--- config.mk ---
export PLATFORM = sky130hd
export DESIGN_NAME = msm_reg_initiator
export DESIGN_NICKNAME = d
export VERILOG_FILES = /design/src/rtl/msm_reg_initiator.sv
export SDC_FILE = /design/constraint.sdc
export NUM_CORES = 1
export LEC_CHECK = 0
export CORE_MARGIN = 2
export CORE_UTILIZATION = 30
export CTS_CLUSTER_DIAMETER = 100
export DETAILED_ROUTE_END_ITERATION = 8
export PLACE_DENSITY = 0.54
export SYNTH_ARGS = -nofsm -noshare
export SYNTH_HDL_FRONTEND = slang
export SYNTH_SLANG_ARGS = --single-unit
--- constraint.sdc ---
create_clock -name clk -period 4.7 [get_ports clk]
set_clock_uncertainty 0.15 [all_clocks]
set_input_delay 0.94 -clock clk [delete_from_list [all_inputs] [get_ports clk]]
set_output_delay 0.94 -clock clk [all_outputs]
set_load 0.01 [all_outputs]
--- src/rtl/msm_reg_initiator.sv ---
// rtl/msm_reg_initiator.sv - emesh register-access initiator with command FIFO and read response channel
//
// Accepts register read/write commands on a valid/ready channel, queues them in
// a small FIFO and turns each one into a single-cycle reg_access/reg_packet
// transaction. Read data is sampled RD_LAT cycles after the issue cycle and
// returned on a valid/ready response channel.
//
// Ports:
//   clk, rst                  clock (rising edge) and asynchronous active-high reset
//   cmd_valid / cmd_ready     command handshake; cmd_ready is simply "FIFO not full"
//   cmd_write, cmd_datamode,
//   cmd_addr, cmd_wdata       command payload (wdata ignored for reads)
//   rsp_valid / rsp_ready     read response handshake
//   rsp_rdata                 captured read data, held until the next read or reset
//   reg_access, reg_packet    registered transaction strobe and emesh packet
//   reg_rdata                 responder read data
//   busy                      FIFO non-empty or FSM not idle
//   wr_count                  completed writes, saturating
module msm_reg_initiator #(
    parameter int            AW     = 32,
    parameter int            PW     = 2*AW+40,
    parameter int            DEPTH  = 4,
    parameter int            RD_LAT = 1,
    parameter logic [AW-1:0] SRC_ID = '0
) (
    input  logic          clk,
    input  logic          rst,
    input  logic          cmd_valid,
    output logic          cmd_ready,
    input  logic          cmd_write,
    input  logic [1:0]    cmd_datamode,
    input  logic [AW-1:0] cmd_addr,
    input  logic [AW-1:0] cmd_wdata,
    output logic          rsp_valid,
    input  logic          rsp_ready,
    output logic [31:0]   rsp_rdata,
    output logic          reg_access,
    output logic [PW-1:0] reg_packet,
    input  logic [31:0]   reg_rdata,
    output logic          busy,
    output logic [15:0]   wr_count
);

    localparam int PTR_W = $clog2(DEPTH);
    localparam int CW    = 3 + 2*AW;

    typedef enum logic [1:0] {
        S_IDLE,
        S_ISSUE,
        S_WAIT,
        S_RESP
    } state_t;

    // ------------------------------------------------------------------
    // Command FIFO. The extra pointer bit distinguishes full from empty
    // when the index bits match, so wrap-around needs no occupancy counter.
    // ------------------------------------------------------------------
    logic [CW-1:0]  fifo_mem [DEPTH];
    logic [PTR_W:0] wr_ptr;
    logic [PTR_W:0] rd_ptr;
    logic           full;
    logic           empty;
    logic           push;
    logic           pop;

    assign empty     = (wr_ptr == rd_ptr);
    assign full      = (wr_ptr[PTR_W] != rd_ptr[PTR_W]) &&
                       (wr_ptr[PTR_W-1:0] == rd_ptr[PTR_W-1:0]);
    assign cmd_ready = !full;
    assign push      = cmd_valid && !full;

    always_ff @(posedge clk or posedge rst) begin
        if (rst) begin
            wr_ptr <= '0;
            rd_ptr <= '0;
        end else begin
            if (push) begin
                wr_ptr <= wr_ptr + 1'b1;
            end
            if (pop) begin
                rd_ptr <= rd_ptr + 1'b1;
            end
        end
    end

    // Storage carries no reset: occupancy is defined by the pointers alone.
    always_ff @(posedge clk) begin
        if (push) begin
            fifo_mem[wr_ptr[PTR_W-1:0]] <= {cmd_write, cmd_datamode, cmd_addr, cmd_wdata};
        end
    end

    logic [CW-1:0] head;
    logic          head_write;
    logic [1:0]    head_dm;
    logic [AW-1:0] head_addr;
    logic [AW-1:0] head_wdata;

    assign head       = fifo_mem[rd_ptr[PTR_W-1:0]];
    assign head_write = head[CW-1];
    assign head_dm    = head[CW-2:CW-3];
    assign head_addr  = head[2*AW-1:AW];
    assign head_wdata = head[AW-1:0];

    // ------------------------------------------------------------------
    // Transaction FSM. All bus-facing outputs are registered; the combinational
    // process computes their next values alongside the next state.
    // ------------------------------------------------------------------
    state_t        state_q;
    state_t        state_d;
    logic [2:0]    lat_q;
    logic [2:0]    lat_d;
    logic          cur_write_q;
    logic          cur_write_d;
    logic          access_d;
    logic [PW-1:0] packet_d;
    logic          rsp_valid_d;
    logic [31:0]   rsp_rdata_d;
    logic [15:0]   wr_count_d;

    always_comb begin
        state_d     = state_q;
        lat_d       = lat_q;
        cur_write_d = cur_write_q;
        access_d    = 1'b0;
        packet_d    = '0;
        rsp_valid_d = rsp_valid;
        rsp_rdata_d = rsp_rdata;
        wr_count_d  = wr_count;
        pop         = 1'b0;

        case (state_q)
            S_IDLE: begin
                if (!empty) begin
                    pop         = 1'b1;
                    access_d    = 1'b1;
                    // Layout LSB first: write, datamode, ctrlmode, dstaddr, data, srcaddr.
                    packet_d    = {SRC_ID,
                                   (head_write ? head_wdata : {AW{1'b0}}),
                                   head_addr,
                                   5'b00000,
                                   head_dm,
                                   head_write};
                    cur_write_d = head_write;
                    state_d     = S_ISSUE;
                end
            end

            S_ISSUE: begin
                if (cur_write_q) begin
                    if (wr_count != 16'hFFFF) begin
                        wr_count_d = wr_count + 16'd1;
                    end
                    state_d = S_IDLE;
                end else begin
                    lat_d   = 3'(RD_LAT);
                    state_d = S_WAIT;
                end
            end

            S_WAIT: begin
                // Counter holds RD_LAT in the first WAIT cycle, so the sample
                // lands exactly RD_LAT edges after the issue cycle ended.
                if (lat_q == 3'd1) begin
                    rsp_rdata_d = reg_rdata;
                    rsp_valid_d = 1'b1;
                    state_d     = S_RESP;
                end else begin
                    lat_d = lat_q - 3'd1;
                end
            end

            S_RESP: begin
                if (rsp_ready) begin
                    rsp_valid_d = 1'b0;
                    state_d     = S_IDLE;
                end
            end

            default: begin
                state_d = S_IDLE;
            end
        endcase
    end

    always_ff @(posedge clk or posedge rst) begin
        if (rst) begin
            state_q     <= S_IDLE;
            lat_q       <= '0;
            cur_write_q <= 1'b0;
            reg_access  <= 1'b0;
            reg_packet  <= '0;
            rsp_valid   <= 1'b0;
            rsp_rdata   <= '0;
            wr_count    <= '0;
        end else begin
            state_q     <= state_d;
            lat_q       <= lat_d;
            cur_write_q <= cur_write_d;
            reg_access  <= access_d;
            reg_packet  <= packet_d;
            rsp_valid   <= rsp_valid_d;
            rsp_rdata   <= rsp_rdata_d;
            wr_count    <= wr_count_d;
        end
    end

    assign busy = (state_q != S_IDLE) || !empty;

endmodule

Word level (Yosys, flattened, before mapping). Memory sizes are Yosys's and may differ from the RTL's. Index checks and enable logic that the tools add are counted.

Register bits: 166. Latch bits: 0. Bits in writable memories: 268. ROM bits: 0. Bits of input ports: 103. Output and inout port bits: 156. Word-level logic and storage cells: 62. Memories: 1.

Memory list: fifo_mem (depth 4, bits a word 67, read ports 1, clocked after memory_dff 0, write ports 1, line 58) `logic [CW-1:0] fifo_mem [DEPTH];`.

Add/sub/neg operators: 4. Multipliers: 0. Div/mod/pow operators: 0. Magnitude comparators: 0. Equal/unequal tests: 13. Shift operators: 0. Multiplexer cells: 18. Bitwise operators: 1. Reduce and logical (&&, ||, !) cells: 15.

Operators with widths (number): $mux W72 (2); $mux W32 (1); $add A16 B1 Y16 const B (1); $ne A16 B16 Y1 const B (1); $reduce_and A3 Y1 (4); $ne A2 B2 Y1 const B (5); $mux W2 (4); $pmux W2 S4 (1); $add A3 B1 Y3 const B (2); $mux W1 (6); $mux W3 (2); $pmux W3 S2 (1); $reduce_bool A2 Y1 (3); $eq A2 B2 Y1 const B (2); $reduce_and A2 Y1 (2); $eq A3 B1 Y1 const B (1); $eq A3 B3 Y1 (1); $sub A3 B1 Y3 const B (1); $eq A2 B1 Y1 const B (1); $eq A2 B2 Y1 (1); $logic_and A1 B1 Y1 (2); $logic_not A1 Y1 (2); $logic_not A2 Y1 (1); $pmux W1 S2 (1); other kinds (3) (3).

Logic depth before layout (Yosys ltp).
Depth in word-level cells: 6. Depth in mapped cells: 8. Gate-level depth less buffers: 6.

Worst setup path after synthesis. Ideal clock, no wire load.

Kind: reg-to-reg. Start: reg rd_ptr[1]. End: mem fifo_mem[3][0] (netlist name) (enable). Library setup time: 0.434 ns. Arrival time: 2.626 ns. Data required time: 4.116 ns. Slack: 1.490 ns. Stages on the path, launching flop included: 6. Buffers on the path: 1. Clock period less this slack: 3.210 ns. Path through: dfrtp_1 -> buf_4 -> xor2_1 -> nor2_1 -> nand2_1 -> and3_1.

Longest elaborated chain between the ends: 6.

Ends and longest elaborated chain: start: declaration (line 60) `logic [PTR_W:0] rd_ptr;`; start signal: assignment (line 81) `rd_ptr <= rd_ptr + 1'b1;`; $eq A2 B2 Y1 (line 68) `(wr_ptr[PTR_W-1:0] == rd_ptr[PTR_W-1:0]);`; $logic_and A1 B1 Y1 (line 67) `assign full = (wr_ptr[PTR_W] != rd_ptr[PTR_W]) &&`; $logic_not A1 Y1; named net cmd_ready (line 29) `output logic cmd_ready,`; $logic_and A1 B1 Y1 (line 70) `assign push = cmd_valid && !full;`; $mux W1 (line 88) `if (push) begin`; $mux W1 (not written as such) (line 89) `fifo_mem[wr_ptr[PTR_W-1:0]] <= {cmd_write, cmd_datamode, cmd_addr, cmd_wdata};`; end: declaration (line 58).

The timed path passes the listed nets, and every way through them passes these cells.

Final worst setup path.
Start: reg rd_ptr[1]. End: out cmd_ready.

Longest elaborated chain between the ends: 3.

Ends and longest elaborated chain: $eq A2 B2 Y1 (line 68); $logic_and A1 B1 Y1 (line 67); $logic_not A1 Y1 (line 69) `assign cmd_ready = !full;`; end: declaration (line 29).

No other way between the ends.

==> metrics.md <==
| Metric | Value |
|---|---|
| Initial antenna violation count | 4 |
| Layout cell share with drive strength beyond 1 | 17.8% |
| DRT iter0 DRCs | 437 |
| Hold depth | 1 |
| Peak supply drop | 0.258 mV |
| Largest net degree at the start of global routing | 92 |
| R2R Setup Slk | 1.93 ns |
| Crit path required time | 3.61 ns |
| Final Setup Violations | 0 |
| Non-filler cells in the finished layout | 1687 |
| Post-CTS resize count | 0 |
| Total iterations of the first detailed-routing run | 4 |
| Vias | 7311 |
| Worst Hold Endpoint | rsp_rdata[23]$_DFFE_PP0P_ |
| Util after Layout | 39.0% |
| GPL Wtd Cong | 0.693 |
| Die W | 226 um |
| Worst R2R Path Depth | 5 |
| H-Tree Level Count | 2 |
| Minimum clock period | 3.44 ns |
| Tcrit/Tclk final | 73.2% |
| Worst hold path startpoint | rsp_rdata[23]$_DFFE_PP0P_ |
| Max Cap Viol | 0 |
| Total Power | 11.7 mW |
| Critical path type | register to primary output |
| RR Endpoint | fifo_mem[0][64]$_DFFE_PP_ |
| Final Hold Viols | 0 |
| CP max stage cell | dfrtp_4 |
| CP arrival | 2.35 ns |
| Area delta synth->final | 28.5% |
| Syn Area/Cell | 19.9 um2 |
| Crit-path cells | xor2_1 -> nor2_1 -> nand2_1 -> clkdlybuf4s50_1 |
| TritonCTS buffer count | 43 |
| Worst slew margin | 40.0% |
| Seq/Total Area, Yosys | 76.1% |
| Congestion Overflow GR | 0 |
| Clock sink count | 397 |
| Worst Max-Slew Pin Slew | 0.899 ns |
| Slew Limit Fails | 0 |
| Post-synth ARST share | 32.5% |
| CTS Root Cell | clkbuf_16 |
| Bufs on Longest Clock Path | 3 |
| Cells after Synth | 746 |
| Antenna-violating nets left | 0 |
| Synth Flop Type | edfxtp_1 |
| TritonCTS clock tree | built |
| Pwr/cell area | 613 nW/um2 |
| Number of remaining DRC errors | 0 |
| Vias in the first global route | 7779 |
| DP HPWL | 19.2 mm |
| Gr usage total | 12.6% |
| Leak pwr | 7.00 nW |
| Cell Area, Synth | 14800 um2 |
| Clock latency on the worst-skew pair | 0.55 ns |
| FP Rows | 81 |
| Setup TNS Final | 0 ns |
| Hold Crit Class | register to register |
| Yosys warning count | 0 |
| Area of the die | 51200 um2 |
| Initial core utilization | 30.3% |
| Final WL | 32.1 mm |
| Vias per cell | 4.33 |
| RSZ-0062 raised after global routing | no |
| Core area | 48800 um2 |
| Register bit total from synthesis | 397 |
| Crit Reg-Reg Startpoint | rd_ptr[1]$_DFFE_PP0P_ |
| Final net count | 1100 |
| Chip Height | 226 um |
| Fmax | 0.291 GHz |
| IO buf count | 221 |
| Crit end category | primary output |
| Clock-pin slew on the worst setup and hold paths | 0.06 ns |
| Startpoint types | register |
| Crit path max fanout | 27 |
| Post-CTS setup buffer count | 0 |
| WL per Instance | 19.0 um |
| First-pass GRT wire length | 47.6 mm |
| Placed Cells incl. Taps | 1608 |
| Post-synth cell types | 40 |
| # hold bufs at CTS | 0 |
| I/O pins | 259 |
| CP max stage delay | 0.72 ns |
| Number of flops mapped to enable cells by yosys | 268 |
| Status | finished clean |
==> sequential cells by signal (all words and copies together), names as in the netlist, 3 cells and up, named ones only <==
signal      flops
fifo_mem      268
lat_q           3
rd_ptr          3
reg_packet     67
rsp_rdata      32
wr_count       16
wr_ptr          3
==> worst max-delay path by stage <==
stage                                startpoint                   endpoint
after global placement                cmd_valid   fifo_mem[0][7]$_DFFE_PP_
after floorplan                             rst                  async pin
final                     rd_ptr[1]$_DFFE_PP0P_                  cmd_ready
after CTS                 rd_ptr[1]$_DFFE_PP0P_                  cmd_ready
after global routing      rd_ptr[1]$_DFFE_PP0P_                  cmd_ready
after detailed placement              cmd_valid  fifo_mem[0][12]$_DFFE_PP_
==> per-layer routing <==
metal	track usage [%]	vias to the layer above	share of wire (%)
li1	-	3278	-
met1	15.9	3747	43
met2	21.0	230	48
met3	3.92	52	7.1
met4	3.37	4	1.8
met5	0	-	0.084
==> stage by stage <==
stage | hold WS, ns | setup WS, ns | cell area [um2]
after floorplan | 0.311 | 0.169 | 15000
after global placement | 0.318 | 1.61 | 17700
after detailed placement | 0.327 | 1.57 | 17700
after CTS | 0.340 | 1.17 | 19000
after global routing | 0.359 | 1.05 | 19000
final | 0.335 | 1.26 | 19000
==> cell families after synthesis <==
logic type / Yosys count / synth area share, %
flip-flops: 397 / 76.1
AND/OR/NAND/NOR: 130 / 5.23
multiplexers: 102 / 12.9
buffers and inverters: 77 / 3.41
XOR/XNOR: 22 / 1.30
AO/OA/AOI/OAI: 9 / 0.405
adder cells (fa/ha/maj): 8 / 0.676
other: 1 / 0.0253
==> synthesized netlist by cell type (all sizes together) (2+ instances only) <==
| library cell | n | area (um2) |
|---|---|---|
| xor2 | 9 | 78.8 |
| mux4 | 67 | 1510 |
| nor2 | 8 | 30.0 |
| ha | 8 | 100 |
| nand3 | 7 | 35.0 |
| dfrtp | 129 | 3230 |
| xnor2 | 13 | 114 |
| clkbuf | 9 | 33.8 |
| and4 | 3 | 28.8 |
| nand2b | 3 | 26.3 |
| buf | 61 | 445 |
| nor2b | 3 | 18.8 |
| nand2 | 21 | 78.8 |
| and3 | 39 | 245 |
| mux2 | 34 | 387 |
| inv | 7 | 26.3 |
| nand4 | 5 | 37.5 |
| o221ai | 2 | 17.5 |
| o21ai | 2 | 10.0 |
| nor3 | 2 | 20.0 |
| and2 | 36 | 225 |
| edfxtp | 268 | 8050 |
| a21oi | 2 | 10.0 |
==> worst max-delay path, delay by kind of cell (launching register included) <==
family	cells	cell delay, ns
flops	1	0.72
buf+inv	1	0.60
xor+xnor	1	0.26
simple gates	2	0.23
==> where the power goes <==
part	switching [mW]	internal [mW]	total (mW)
sequential	0.381	4.74	5.12
clock	1.33	1.92	3.25
combinational	1.58	1.71	3.30
==> cell usage in the layout (no fill, tap or decap), drive strengths merged, types with 21 or more instances in the layout <==
cell type        n
and3            39
clkdlybuf4s50  221
dfrtp          129
and2            36
edfxtp         268
mux4            67
conb            37
nand2           21
mux2            34
clkbuf          66
==> layout make-up <==
type / instances / area, um2
fill: 4523 / 29800
sequential: 397 / 11300
multi-input combinational: 308 / 3190
timing repair buffer: 232 / 2340
clock buffer: 66 / 1230
tap: 664 / 831
clock inverter: 12 / 124
inverter: 7 / 31.3
antenna: 1 / 2.50
(Power assumes the default switching activity.)
